`src/rtl/dec_disp_pkg.sv`:
```
// Shared constants for the multiplexed seven-segment driver.
// Segment patterns are {g,f,e,d,c,b,a}, active-low; anodes are active-low.
package dec_disp_pkg;

    localparam logic [6:0] SEG_0    = 7'b1000000;
    localparam logic [6:0] SEG_1    = 7'b1111001;
    localparam logic [6:0] SEG_2    = 7'b0100100;
    localparam logic [6:0] SEG_3    = 7'b0110000;
    localparam logic [6:0] SEG_4    = 7'b0011001;
    localparam logic [6:0] SEG_5    = 7'b0010010;
    localparam logic [6:0] SEG_6    = 7'b0000010;
    localparam logic [6:0] SEG_7    = 7'b1111000;
    localparam logic [6:0] SEG_8    = 7'b0000000;
    localparam logic [6:0] SEG_9    = 7'b0010000;
    localparam logic [6:0] SEG_DASH = 7'b0111111;
    localparam logic [6:0] SEG_OFF  = 7'b1111111;

    // Inactive level of a single anode line.
    localparam logic AN_OFF = 1'b1;

    // Level of anode line k when digit idx is the one being lit.
    function automatic logic an_bit(input int idx, input int k);
        return (idx == k) ? ~AN_OFF : AN_OFF;
    endfunction

endpackage

```
`src/rtl/bcd_to_seg.sv`:
```
// Combinational BCD to active-low seven-segment decoder; codes 10-15 show a dash.
module bcd_to_seg
    import dec_disp_pkg::*;
(
    input  logic [3:0] bcd,
    output logic [6:0] seg
);

    always_comb begin
        seg = SEG_DASH;
        case (bcd)
            4'd0: seg = SEG_0;
            4'd1: seg = SEG_1;
            4'd2: seg = SEG_2;
            4'd3: seg = SEG_3;
            4'd4: seg = SEG_4;
            4'd5: seg = SEG_5;
            4'd6: seg = SEG_6;
            4'd7: seg = SEG_7;
            4'd8: seg = SEG_8;
            4'd9: seg = SEG_9;
            default: seg = SEG_DASH;
        endcase
    end

endmodule

```
`src/rtl/dec_scan_display.sv`:
```
// Multiplexed common-anode display driver: shadow BCD register, prescaled digit scan,
// registered active-low anode/segment outputs. Define DEC_SCAN_LZ_BLANK_EN for leading-zero blanking.
module dec_scan_display
    import dec_disp_pkg::*;
#(
    parameter int DIGITS   = 4,
    parameter int PRESCALE = 4
) (
    input  logic                  clk,
    input  logic                  reset,
    input  logic                  load,
    input  logic [4*DIGITS-1:0]   bcd_in,
    input  logic                  dis,
    output logic [DIGITS-1:0]     an,
    output logic [6:0]            seg,
    output logic                  frame_done
);

    localparam int IW = (DIGITS > 1) ? $clog2(DIGITS) : 1;
    localparam int PW = (PRESCALE > 1) ? $clog2(PRESCALE) : 1;
    localparam logic [IW-1:0] IDX_MAX = IW'(DIGITS - 1);
    localparam logic [PW-1:0] PCNT_MAX = PW'(PRESCALE - 1);

    logic [DIGITS-1:0][3:0] shadow_q, shadow_d;
    logic [PW-1:0]          pcnt_q, pcnt_d;
    logic [IW-1:0]          idx_q, idx_d;
    logic [DIGITS-1:0]      an_q, an_d;
    logic [6:0]             seg_q, seg_d;
    logic                   frame_done_q, frame_done_d;

    logic       adv;
    logic [3:0] cur_digit;
    logic [6:0] cur_seg;
    logic       cur_blank;

    assign cur_digit = shadow_q[idx_q];

    bcd_to_seg u_bcd_to_seg (
        .bcd (cur_digit),
        .seg (cur_seg)
    );

`ifdef DEC_SCAN_LZ_BLANK_EN
    // lz[k] is set when digit k and every digit above it hold zero; digit 0 always shows.
    logic [DIGITS-1:0] lz;

    always_comb begin
        lz = '0;
        lz[DIGITS-1] = (shadow_q[DIGITS-1] == 4'd0);
        for (int k = DIGITS - 2; k >= 0; k--) begin
            lz[k] = lz[k+1] && (shadow_q[k] == 4'd0);
        end
        lz[0] = 1'b0;
    end

    assign cur_blank = lz[idx_q];
`else
    assign cur_blank = 1'b0;
`endif

    // Scan sequencing and shadow capture; the scan keeps running while disabled.
    always_comb begin
        adv          = (pcnt_q == PCNT_MAX);
        pcnt_d       = adv ? '0 : pcnt_q + 1'b1;
        idx_d        = idx_q;
        if (adv) begin
            idx_d = (idx_q == IDX_MAX) ? '0 : idx_q + 1'b1;
        end
        frame_done_d = adv && (idx_q == IDX_MAX);
        shadow_d     = load ? bcd_in : shadow_q;
    end

    always_comb begin
        for (int k = 0; k < DIGITS; k++) begin
            an_d[k] = an_bit(int'(idx_q), k);
        end
        seg_d = cur_seg;
        if (dis || cur_blank) begin
            an_d  = {DIGITS{AN_OFF}};
            seg_d = SEG_OFF;
        end
    end

    always_ff @(posedge clk or negedge reset) begin
        if (!reset) begin
            shadow_q     <= '0;
            pcnt_q       <= '0;
            idx_q        <= '0;
            an_q         <= {DIGITS{AN_OFF}};
            seg_q        <= SEG_OFF;
            frame_done_q <= 1'b0;
        end else begin
            shadow_q     <= shadow_d;
            pcnt_q       <= pcnt_d;
            idx_q        <= idx_d;
            an_q         <= an_d;
            seg_q        <= seg_d;
            frame_done_q <= frame_done_d;
        end
    end

    assign an         = an_q;
    assign seg        = seg_q;
    assign frame_done = frame_done_q;

endmodule
```
`config.mk`:
```
export PLATFORM = sky130hd
export DESIGN_NAME = dec_scan_display
export DESIGN_NICKNAME = d
export VERILOG_FILES = /design/src/rtl/dec_disp_pkg.sv /design/src/rtl/bcd_to_seg.sv /design/src/rtl/dec_scan_display.sv
export SDC_FILE = /design/constraint.sdc
export NUM_CORES = 1
export LEC_CHECK = 0
export ABC_AREA = 1
export CAP_MARGIN = 20
export CORE_MARGIN = 2
export CORE_UTILIZATION = 50
export DETAILED_ROUTE_END_ITERATION = 16
export GPL_ROUTABILITY_DRIVEN = 0
export HOLD_SLACK_MARGIN = 0.15
export PLACE_DENSITY = 0.78
export SYNTH_ARGS = -nofsm -noshare
export SYNTH_HDL_FRONTEND = slang
export SYNTH_SLANG_ARGS = --single-unit
```
`constraint.sdc`:
```
create_clock -name clk -period 2.61 [get_ports clk]
set_input_delay 0.522 -clock clk [delete_from_list [all_inputs] [get_ports clk]]
set_output_delay 0.522 -clock clk [all_outputs]
set_load 0.02 [all_outputs]
```
### Word-level counts from Yosys, hierarchy flattened

Memory sizes are Yosys's and may differ from the RTL's.
Index checks and enable logic that the tools add are counted.

| storage, ports and cells | value |
|---|---|
| bits in latches | 0 |
| ROM bits | 112 |
| bits in registers | 32 |
| input port bits | 20 |
| memory bits (writable) | 0 |
| memories | 1 |
| output and inout bits | 12 |

| operators by class | value |
|---|---|
| multipliers | 0 |
| shift-type cells | 0 |
| $add $sub $neg | 2 |
| reductions and logical operators | 2 |
| order comparisons | 1 |
| equal/unequal tests | 5 |
| bitwise logic cells | 0 |
| multiplexer cells | 10 |
| div/mod/pow operators | 0 |

Memories:

| memory | words | bits a word | rd ports | clocked after Yosys merged registers in | wr ports | RTL line | RTL |
|---|---|---|---|---|---|---|---|
| (no name shown) | 16 | 7 | 1 | 0 | 0 | bcd_to_seg.sv:11 | `case (bcd)` |

Operators by type and width:

| operator | count |
|---|---|
| $bmux 4 s2 | 1 |
| $eq 2x2->1 const B | 4 |
| $mux 4 | 2 |
| $mux 7 | 1 |
| $add 2x1->2 const B | 2 |
| $mux 1 | 4 |
| $mux 2 | 2 |
| $lt 2x3->1 const B | 1 |
| $eq 2x1->1 const B | 1 |
| $logic_not 2->1 | 1 |
| $logic_and 1x1->1 | 1 |

### Depth between registers and ports, before layout

An unclocked memory read counts as a cell.

| logic depth | value |
|---|---|
| word-level depth | 4 |
| mapped depth | 10 |
| mapped depth without buffers | 10 |

### Hierarchy

Synthesis repeated with hierarchy kept, for this count alone.

| second synthesis, totals | value |
|---|---|
| cells, all modules | 174 |
| area, all modules | 1529.0 µm² |

By module, submodules not included:

| module | cells an instance | times used | area an instance (µm²) | seq. area each (µm²) |
|---|---|---|---|---|
| dec_scan_display | 139 | 1 | 1342.5 | 814.5 |
| bcd_to_seg | 35 | 1 | 186.4 | 0.0 |

### Worst setup path after synthesis

OpenSTA, ideal clock, no wires.

| timing | value |
|---|---|
| path kind | flip-flop to flip-flop |
| start point | reg idx_q[0] |
| end point | reg seg_q[6] (netlist: seg[6]) |
| cell stages (with the launch flop) | 10 |
| setup time | 0.080 ns |
| data arrival time | 1.361 ns |
| path buffers | 1 |
| slack | 1.170 ns |
| clock period less this slack | 1.440 ns |
| path through | dfrtp_1 buf_6 nand2_1 nand3_1 nand2_1 inv_1 ha_1 nand3b_1 nand3_1 nand2_1 |

| between the ends | value |
|---|---|
| longest elaborated chain between the ends | 4 |

Ends and longest elaborated chain:

| what | RTL line | RTL |
|---|---|---|
| from (decl) | dec_scan_display.sv:26 | `logic [IW-1:0] idx_q, idx_d;` |
| from (signal assigned) | dec_scan_display.sv:95 | `idx_q <= idx_d;` |
| $bmux 4 s2 | dec_scan_display.sv:36 | `assign cur_digit = shadow_q[idx_q];` |
| $mux 4 (implied by the code) | dec_scan_display.sv:36 |  |
| $mem_v2 16x7 | - |  |
| $mux 7 | dec_scan_display.sv:78 | `if (dis \|\| cur_blank) begin` |
| named net seg_d[6] | dec_scan_display.sv:28 | `logic [6:0] seg_q, seg_d;` |
| to (signal assigned) | dec_scan_display.sv:97 | `seg_q <= seg_d;` |
| to (decl) | dec_scan_display.sv:28 |  |

The timed path passes the listed nets, and every way through them passes these cells. The select of a mux whose other input is x is not followed.
A chain may end at the register's enable or synchronous reset.

### Worst setup path after layout

| timing | value |
|---|---|
| start point | reg an_q[1] (netlist: an[1]) |
| end point | out an[1] |

RTL lines:

| what | RTL line | RTL |
|---|---|---|
| from (decl) | dec_scan_display.sv:27 | `logic [DIGITS-1:0] an_q, an_d;` |
| from (signal assigned) | dec_scan_display.sv:89 | `an_q <= {DIGITS{AN_OFF}};` |
| from (signal assigned) | dec_scan_display.sv:96 | `an_q <= an_d;` |
| to (decl) | dec_scan_display.sv:14 | `output logic [DIGITS-1:0] an,` |

No word-level cell between the ends.

==> metrics <==
Worst-path clk slew 0.09 ns; CP Data Required Time 2.09 ns; row cnt 20; DP Wirelength 1.89 mm; area fraction of the dominant cell type after synthesis 0.339; Nets 204; Worst R2R End seg[6]$_DFF_PN1_; final setup fails 0; most frequent cells in the layout clkdlybuf4s50_1 (31), nand2_1 (25), nand3_1 (21), dfrtp_1 (21), mux2_2 (16); clk_lat worst skew 0.33 ns; CTS resizes 0; ant diodes 0; r2r worst-path depth 9; Worst Setup SP an[1]$_DFF_PN1_; worst-margin pin slew 0.677 ns; WP data arrival 1.44 ns; final WL 2.48 mm; CTS tree built; Setup crit end kind output port; core outline area 3000 µm²; DRT antenna net count 0; critical path peak fanout 1; crit path to an[1]; Worst Path Buf+Inv 1; crit path max-delay cell type clkdlybuf4s50_1; P_leak 0.000883 µW; register area share after synthesis 0.526; status finished clean; CTS Buffer Depth 2; Worst slew margin 0.547; TritonCTS Sinks 32; Syn Area/Cell 11.4 µm²; Port Buf Inserts 31; worst hold margin 0.436 ns; Slew Viols, Final 0; Post-CTS Setup Repair Bufs 0; Detailed Routing Iterations Pass 1 4; total gr overflow 0; first-pass GRT wire length 4.37 mm; initial drt markers 25; H-tree levels 2; number of synthesis warnings 0; top cells by area, synth dfrtp_1 (34%), dfstp_2 (19%), mux2_2 (12%); Tightest Hold Check Type flop to flop; RSZ-0062 raised after global routing false; startpoint types flop; FMAX 509 MHz; fraction of layout cells with a size suffix above 1 0.289; Boundary Pins 32; area grow syn2layout 25.4%; Worst path depth 1; DR WL/cell 12.1 µm; power per cell area 534 nW/µm²; largest net degree at the start of global routing 33; gr usage total 0.168; cell count after synthesis 136; syn_nets 168; top cell type by total area after synthesis dfrtp_1; drt via density 5.12; Fin. Hold Viols 0; Initial Utilization 0.516; die area 3560 µm²; post-route setup TNS 0 ns; period utilization 0.752; R2R Path Start idx_q[0]$_DFFE_PN0N_; Synth Cell Area 1550 µm²; synthesis-stage register bit count 32; Max Clock Skew 0.00320 ns; Synth cell types 21; number of buffers inserted during clock tree synthesis 5; Peak VDD IR 0.304 mV; buffer type at the clock tree root clkbuf_4; DRC viols 0; Die X 59.7 µm; hold_buf cts 0; commonest non-fill, non-tap cell in the layout clkdlybuf4s50_1; initial antenna violation count 0; vias in the first global route 1020; crit path kind flop to output port; Worst path max stage delay 0.59 ns; CP Cell Sequence clkdlybuf4s50_1; flop2flop setup slack 0.71 ns; via count 1055; Max-Cap Viols 0; crit path time final 1.96 ns; Crit path max-delay family buffers and inverters; die height 59.7 µm
## through the flow
step                total power [µW]   util  std cells  setup WS (ns)  area [µm²]
global placement                 757  0.628        198          0.675        1880
finish                          1040  0.647        206          0.646        1940
CTS                             1050  0.647        206          0.630        1940
floorplan                        683      -        136           1.17        1550
detailed placement               764  0.628        198          0.642        1880
global route                    1100  0.647        206          0.506        1940
## how the worst min path moves through the flow
stage                        startpoint              endpoint  slack [ns]  cells after the start
floorplan                         reset  frame_done$_DFF_PN0_        0.23                      0
global placement    pcnt_q[0]$_DFF_PN0_   pcnt_q[0]$_DFF_PN0_        0.41                      1
detailed placement  pcnt_q[0]$_DFF_PN0_   pcnt_q[0]$_DFF_PN0_        0.42                      1
CTS                 pcnt_q[0]$_DFF_PN0_   pcnt_q[0]$_DFF_PN0_        0.44                      1
global route        pcnt_q[0]$_DFF_PN0_   pcnt_q[0]$_DFF_PN0_        0.47                      1
finish              pcnt_q[0]$_DFF_PN0_   pcnt_q[0]$_DFF_PN0_        0.44                      1
## cell usage after synthesis, drive strengths merged
cell type,n
ha,12
nand3b,1
dfstp,11
dfrtp,21
nor2,1
a21oi,2
mux2,16
buf,3
clkinv,1
nand3,23
inv,9
nand2,34
o21ai,2
## routing by layer
| layer | GRT usage | routed length [µm] |
|---|---|---|
| met5 | 0 | 0 |
| met4 | 0.0889 | 34 |
| met3 | 0.0476 | 171 |
| met2 | 0.297 | 1340 |
| met1 | 0.181 | 935 |
## kinds of logic after synthesis
kind of cell,Yosys count,share of synthesized area
buf+inv,13,0.0396
flops,32,0.526
fa+ha+maj,12,0.0969
simple gates,59,0.206
mux,16,0.116
compound gates,4,0.0153
## layout make-up
cell class / count / area, µm²
sequential: 32 / 815
timing repair buffer: 32 / 318
clock buffer: 8 / 58.8
fill: 270 / 1060
multi-input combinational: 91 / 673
inverter: 10 / 37.5
tap: 33 / 41.3
## where the power goes
group          internal (µW)  switching (µW)
sequential               542            17.7
clock                    133             153
combinational           98.2            94.6
## state kept, by name (all words and copies together) (netlist names)
| signal | cells |
|---|---|
| frame_done | 1 |
| idx_q | 2 |
| shadow_q | 16 |
| pcnt_q | 2 |
| an | 4 |
| seg | 7 |
Power figures use the tool's default switching activity.
